--- src/rtl/lav_serial_rx.sv ---
// Oversampling serial receiver: 8 data bits, LSB first, optional even parity, one stop bit.
// Delivers each byte through a valid/ready holding register with sticky overflow.
module lav_serial_rx #(
  parameter int BIT_CYCLES = 4,
  parameter int PARITY_EN  = 1
) (
  input  logic       upf_clk,
  input  logic       lav_reset,
  input  logic       lav_rx_in,
  input  logic       lav_rx_en,
  input  logic       lav_rd_ready,
  output logic [7:0] lav_rx_data,
  output logic       lav_rx_valid,
  output logic       lav_par_err,
  output logic       lav_frm_err,
  output logic       lav_ovf,
  output logic       lav_busy
);

  localparam int CW = (BIT_CYCLES > 2) ? $clog2(BIT_CYCLES) : 1;
  localparam logic [CW-1:0] HALF_LAST = CW'(BIT_CYCLES / 2 - 1);
  localparam logic [CW-1:0] FULL_LAST = CW'(BIT_CYCLES - 1);

  typedef enum logic [2:0] {
    S_IDLE,
    S_START,
    S_DATA,
    S_PARITY,
    S_STOP,
    S_BREAK
  } state_t;

  state_t          r_state;
  logic [CW-1:0]   r_cnt;
  logic [2:0]      r_bit;
  logic [7:0]      r_shift;
  logic            r_sync1;
  logic            r_sync2;
  logic            r_par;
  logic            r_frm;
  logic            r_dlv;
  logic [7:0]      r_data;
  logic            r_valid;
  logic            r_par_err;
  logic            r_frm_err;
  logic            r_ovf;
  logic            w_rx_s;

  function automatic logic f_even_par(input logic [7:0] d);
    return ^d;
  endfunction

  assign w_rx_s = r_sync2;

  // Synchronizer and frame FSM; r_dlv pulses the cycle after the stop sample.
  always_ff @(posedge upf_clk or posedge lav_reset) begin
    if (lav_reset) begin
      r_sync1 <= 1'b1;
      r_sync2 <= 1'b1;
      r_state <= S_IDLE;
      r_cnt   <= '0;
      r_bit   <= '0;
      r_shift <= '0;
      r_par   <= 1'b0;
      r_frm   <= 1'b0;
      r_dlv   <= 1'b0;
    end else begin
      r_sync1 <= lav_rx_in;
      r_sync2 <= r_sync1;
      r_dlv   <= 1'b0;
      case (r_state)
        S_IDLE: begin
          if (!w_rx_s && lav_rx_en) begin
            r_state <= S_START;
            r_cnt   <= '0;
          end
        end
        S_START: begin
          if (r_cnt == HALF_LAST) begin
            if (w_rx_s) begin
              r_state <= S_IDLE;
            end else begin
              r_state <= S_DATA;
              r_cnt   <= '0;
              r_bit   <= '0;
            end
          end else begin
            r_cnt <= r_cnt + CW'(1);
          end
        end
        S_DATA: begin
          if (r_cnt == FULL_LAST) begin
            r_shift <= {w_rx_s, r_shift[7:1]};
            r_cnt   <= '0;
            r_bit   <= r_bit + 3'd1;
            if (r_bit == 3'd7) begin
              r_state <= (PARITY_EN != 0) ? S_PARITY : S_STOP;
            end
          end else begin
            r_cnt <= r_cnt + CW'(1);
          end
        end
        S_PARITY: begin
          if (r_cnt == FULL_LAST) begin
            r_par   <= w_rx_s ^ f_even_par(r_shift);
            r_cnt   <= '0;
            r_state <= S_STOP;
          end else begin
            r_cnt <= r_cnt + CW'(1);
          end
        end
        S_STOP: begin
          if (r_cnt == FULL_LAST) begin
            r_frm   <= ~w_rx_s;
            r_dlv   <= 1'b1;
            r_cnt   <= '0;
            r_state <= w_rx_s ? S_IDLE : S_BREAK;
          end else begin
            r_cnt <= r_cnt + CW'(1);
          end
        end
        S_BREAK: begin
          if (w_rx_s) begin
            r_state <= S_IDLE;
          end
        end
        default: r_state <= S_IDLE;
      endcase
    end
  end

  // Holding register: a delivery replaces the held byte only if it is free or leaving this cycle.
  always_ff @(posedge upf_clk or posedge lav_reset) begin
    if (lav_reset) begin
      r_data    <= '0;
      r_valid   <= 1'b0;
      r_par_err <= 1'b0;
      r_frm_err <= 1'b0;
      r_ovf     <= 1'b0;
    end else begin
      if (r_dlv) begin
        if (!r_valid || lav_rd_ready) begin
          r_data    <= r_shift;
          r_par_err <= r_par;
          r_frm_err <= r_frm;
          r_valid   <= 1'b1;
        end else begin
          r_ovf <= 1'b1;
        end
      end else if (r_valid && lav_rd_ready) begin
        r_valid <= 1'b0;
      end
    end
  end

  assign lav_rx_data  = r_data;
  assign lav_rx_valid = r_valid;
  assign lav_par_err  = r_par_err;
  assign lav_frm_err  = r_frm_err;
  assign lav_ovf      = r_ovf;
  assign lav_busy     = (r_state != S_IDLE);

endmodule

--- config.mk ---
export PLATFORM = sky130hd
export DESIGN_NAME = lav_serial_rx
export DESIGN_NICKNAME = d
export VERILOG_FILES = /design/src/rtl/lav_serial_rx.sv
export SDC_FILE = /design/constraint.sdc
export NUM_CORES = 1
export LEC_CHECK = 0
export ABC_AREA = 1
export CAP_MARGIN = 30
export CORE_ASPECT_RATIO = 0.8
export CORE_UTILIZATION = 45
export DETAILED_ROUTE_END_ITERATION = 10
export PLACE_DENSITY = 0.66
export SLEW_MARGIN = 0
export SYNTH_ARGS = -nofsm -noshare
export SYNTH_HDL_FRONTEND = slang
export SYNTH_SLANG_ARGS = --single-unit
--- constraint.sdc ---
create_clock -name upf_clk -period 1.4 [get_ports upf_clk]
set_input_delay 0.28 -clock upf_clk [delete_from_list [all_inputs] [get_ports upf_clk]]
set_output_delay 0.28 -clock upf_clk [all_outputs]
set_load 0.01 [all_outputs]
==> impl_metrics.csv <==
group,metric,value,unit
sta,timing.final.ws_setup,0.0495,ns
cells_and_area,final_nets,240,
setup_path,crit_type,"flip-flop to output port",
floorplan,rows,19,
floorplan,design.die.area,3850,um2
sta,fmax,740,MHz
synth,seq_area_frac_synth,51.0,%
synth,yosysTopAreaCell,"dfrtp_1",
cts,cts.sinks,33,
floorplan,core_area,3450,um2
sta,drv_slew,0,
setup_path,worstSetupStartpointType,"flip-flop",
detailed_routing,drc_errors,0,
cts,path_clk_slew,0.07,ns
setup_path,crit_fanout,2,
detailed_routing,wl_per_cell,11.3,um
sta,rsz0062_at_grt,"true",
setup_path,cp_data_required_time,1.12,ns
synth,synth.top_cells.by_area,"dfrtp_1 (48%), nand2_1 (16%), o21ai_0 (5.2%)",
sta,finalCritPeriodShare,96.5,%
global_routing,antenna_found_initial,0,
cells_and_area,nFillCells,317,
placement,numPortBuffers,17,
sta,timing_hold_violations_final,0,
sta,setup_violations,0,
cts,clk_latency,0.28,ns
global_routing,grt_pass1_wl,5.37,mm
floorplan,ios,18,
power,ir_worst_vdd,0.872,mV
synth,async_reset_ff_share,100,%
detailed_routing,ant_nets,0,
detailed_routing,via_per_inst,4.99,
global_routing,grt_max_degree,34,
cts,h-tree-depth,2,
sta,hold_slack,0.341,ns
synth,synth_most_common_cell,"nand2_1",
synth,syn_area,1620,um2
sta,skew,0.00500,ns
synth,syn-num-nets,209,
global_routing,grt-ovfl-total,0,
floorplan,dieHeight,55.7,um
power,power,2.92,mW
synth,synth_cell_types,25,
global_routing,grtUsageTotal,18.0,%
placement,dp_hpwl,2.30,mm
cts,cts_tree,"done",
floorplan,start_util,47.1,%
floorplan,die_x,69.2,um
synth,syn_avg_cell_area,8.16,um2
global_routing,first_global_vias,1254,
synth,yosysWarnings,0,
placement,pre_cts_ws,-0.0313,ns
power,power.density_cell_area,1450,nW/um2
synth,synthTopCellsByCount,"nand2_1 (68), dfrtp_1 (31), inv_1 (21), o21ai_0 (17), nand3_1 (12)",
detailed_routing,drtIter0Drc,55,
detailed_routing,vias,1362,
global_routing,met1_usage,23.1,%
flow_run,cap_viol_max_count,0,
synth,synth_top_flop_cell,"dfrtp_1",
global_routing,global_route.usage.met2,27.5,%
synth,ys_seq_elements,33,
setup_path,worst_setup_path_end_kind,"output port",
min_path,hp-class,"primary input to asynchronous set/reset pin",
cells_and_area,n_antenna_cell,0,
power,power_leakage,1.03,nW
cts,root_buffer,"clkbuf_8",
global_routing,grtUsageMet3,5.07,%
synth,synth_top_area_share,47.8,%
setup_path,cp.arrival,1.07,ns
placement,place.gp.congestion,0.889,
cts,numCtsBuffers,5,
sta,min_period,1.35,ns
sta,tightest_slew,0.222,ns
synth,syn_inst,199,
cells_and_area,areaGrowthSynthToFinish,23.9,%
cts,postCtsHoldBufs,0,
status,outcome,"finished clean",
cells_and_area,drive_gt1_share,16.9,%
cts,cts.path.max_buffers,2,
detailed_routing,firstDrtPassIters,4,
sta,max_slew_margin,85.1,%
cells_and_area,post-route-util,58.4,%
synth,synth_edf_count,0,
global_routing,busiest_layer,"met2",
detailed_routing,totalWireLength,3.10,mm
[registers in the layout (all words and copies together), names as in the netlist]
name and count:
r_cnt 2, r_dlv 1, r_sync2 1, lav_rx_data 8, r_par 1, r_state 3
r_frm 1, r_shift 8, lav_frm_err 1, r_bit 3, r_sync1 1, lav_ovf 1
lav_par_err 1, lav_rx_valid 1
[repair_timing]
item                                    4_1_cts  5_1_grt
pin swaps                                     5        5
gates resized for setup                      19        6
endpoints found under the setup margin       14       15
setup buffers                                 2        2
[path summary, 6_finish.rpt]
check	startpoint	endpoint	slack (ns)	cells past startpoint
max reg2reg	r_state[1]	r_state[1]	0.07	8
min	lav_reset	lav_rx_data[2]	0.34	3
min in group upf_clk	r_sync1	r_sync2	0.36	0
max	r_state[0]	lav_busy	0.05	3
max in group asynchronous	lav_reset	r_sync2	0.82	3
min reg2reg	r_sync1	r_sync2	0.36	0
[area by class of cell]
type	count	area [um2]	area share [%]
Inverter	23	88.8	4.42
Multi-Input combinational cell	139	698	34.7
Clock inverter	2	10.0	0.498
Timing Repair Buffer	28	262	13.0
Clock buffer	6	72.6	3.61
Sequential cell	33	828	41.2
Tap cell	42	52.6	2.61
[power breakdown]
| part | total, mW | internal [mW] | switching, mW |
|---|---|---|---|
| registers | 1.17 | 1.08 | 0.0959 |
| logic | 1.08 | 0.460 | 0.618 |
| clock network | 0.672 | 0.344 | 0.328 |
[cells by family (layout without fill, tap and decap cells)]
logic type	Yosys count	count (layout)	share of synthesized area (%)
buf+inv	27	59	6.55
simple gates	102	102	27.6
flops	33	33	51.0
fa+ha+maj	5	5	3.85
mux	1	1	0.693
compound gates	31	31	10.3
[cells in the final DEF (no fill, tap or decap), types with 5 or more instances in the layout]
master,Yosys,final
o21ai_1,10,14
inv_1,21,21
nand2_2,4,5
buf_4,1,8
nor2_1,9,9
nand2_1,68,67
dlygate4sd2_1,0,12
nand3_1,12,12
o21ai_0,17,13
clkbuf_8,0,5
dfrtp_1,31,31
[worst max-delay path, stage by stage (launching register included)]
cell	delay [ns]
dfrtp_1	0.42
nor2_2	0.16
nand2_2	0.07
buf_2	0.14
[stage by stage]
stage          area [um2]  cells  setup TNS [ns]
2_1_floorplan        1620    199               0
3_3_place_gp         1910    262               0
3_5_place_dp         1910    262         -0.0640
4_1_cts              1990    271               0
5_1_grt              2010    273          -0.176
6_report             2010    273               0
[routing by layer]
layer	wire length, um	part of all wire (%)	up-vias
li1	-	-	692
met1	1500	48	630
met2	1390	45	34
met3	142	4.6	6
met4	68	2.2	0
met5	0	0	-
Power figures use the tool's default switching activity.
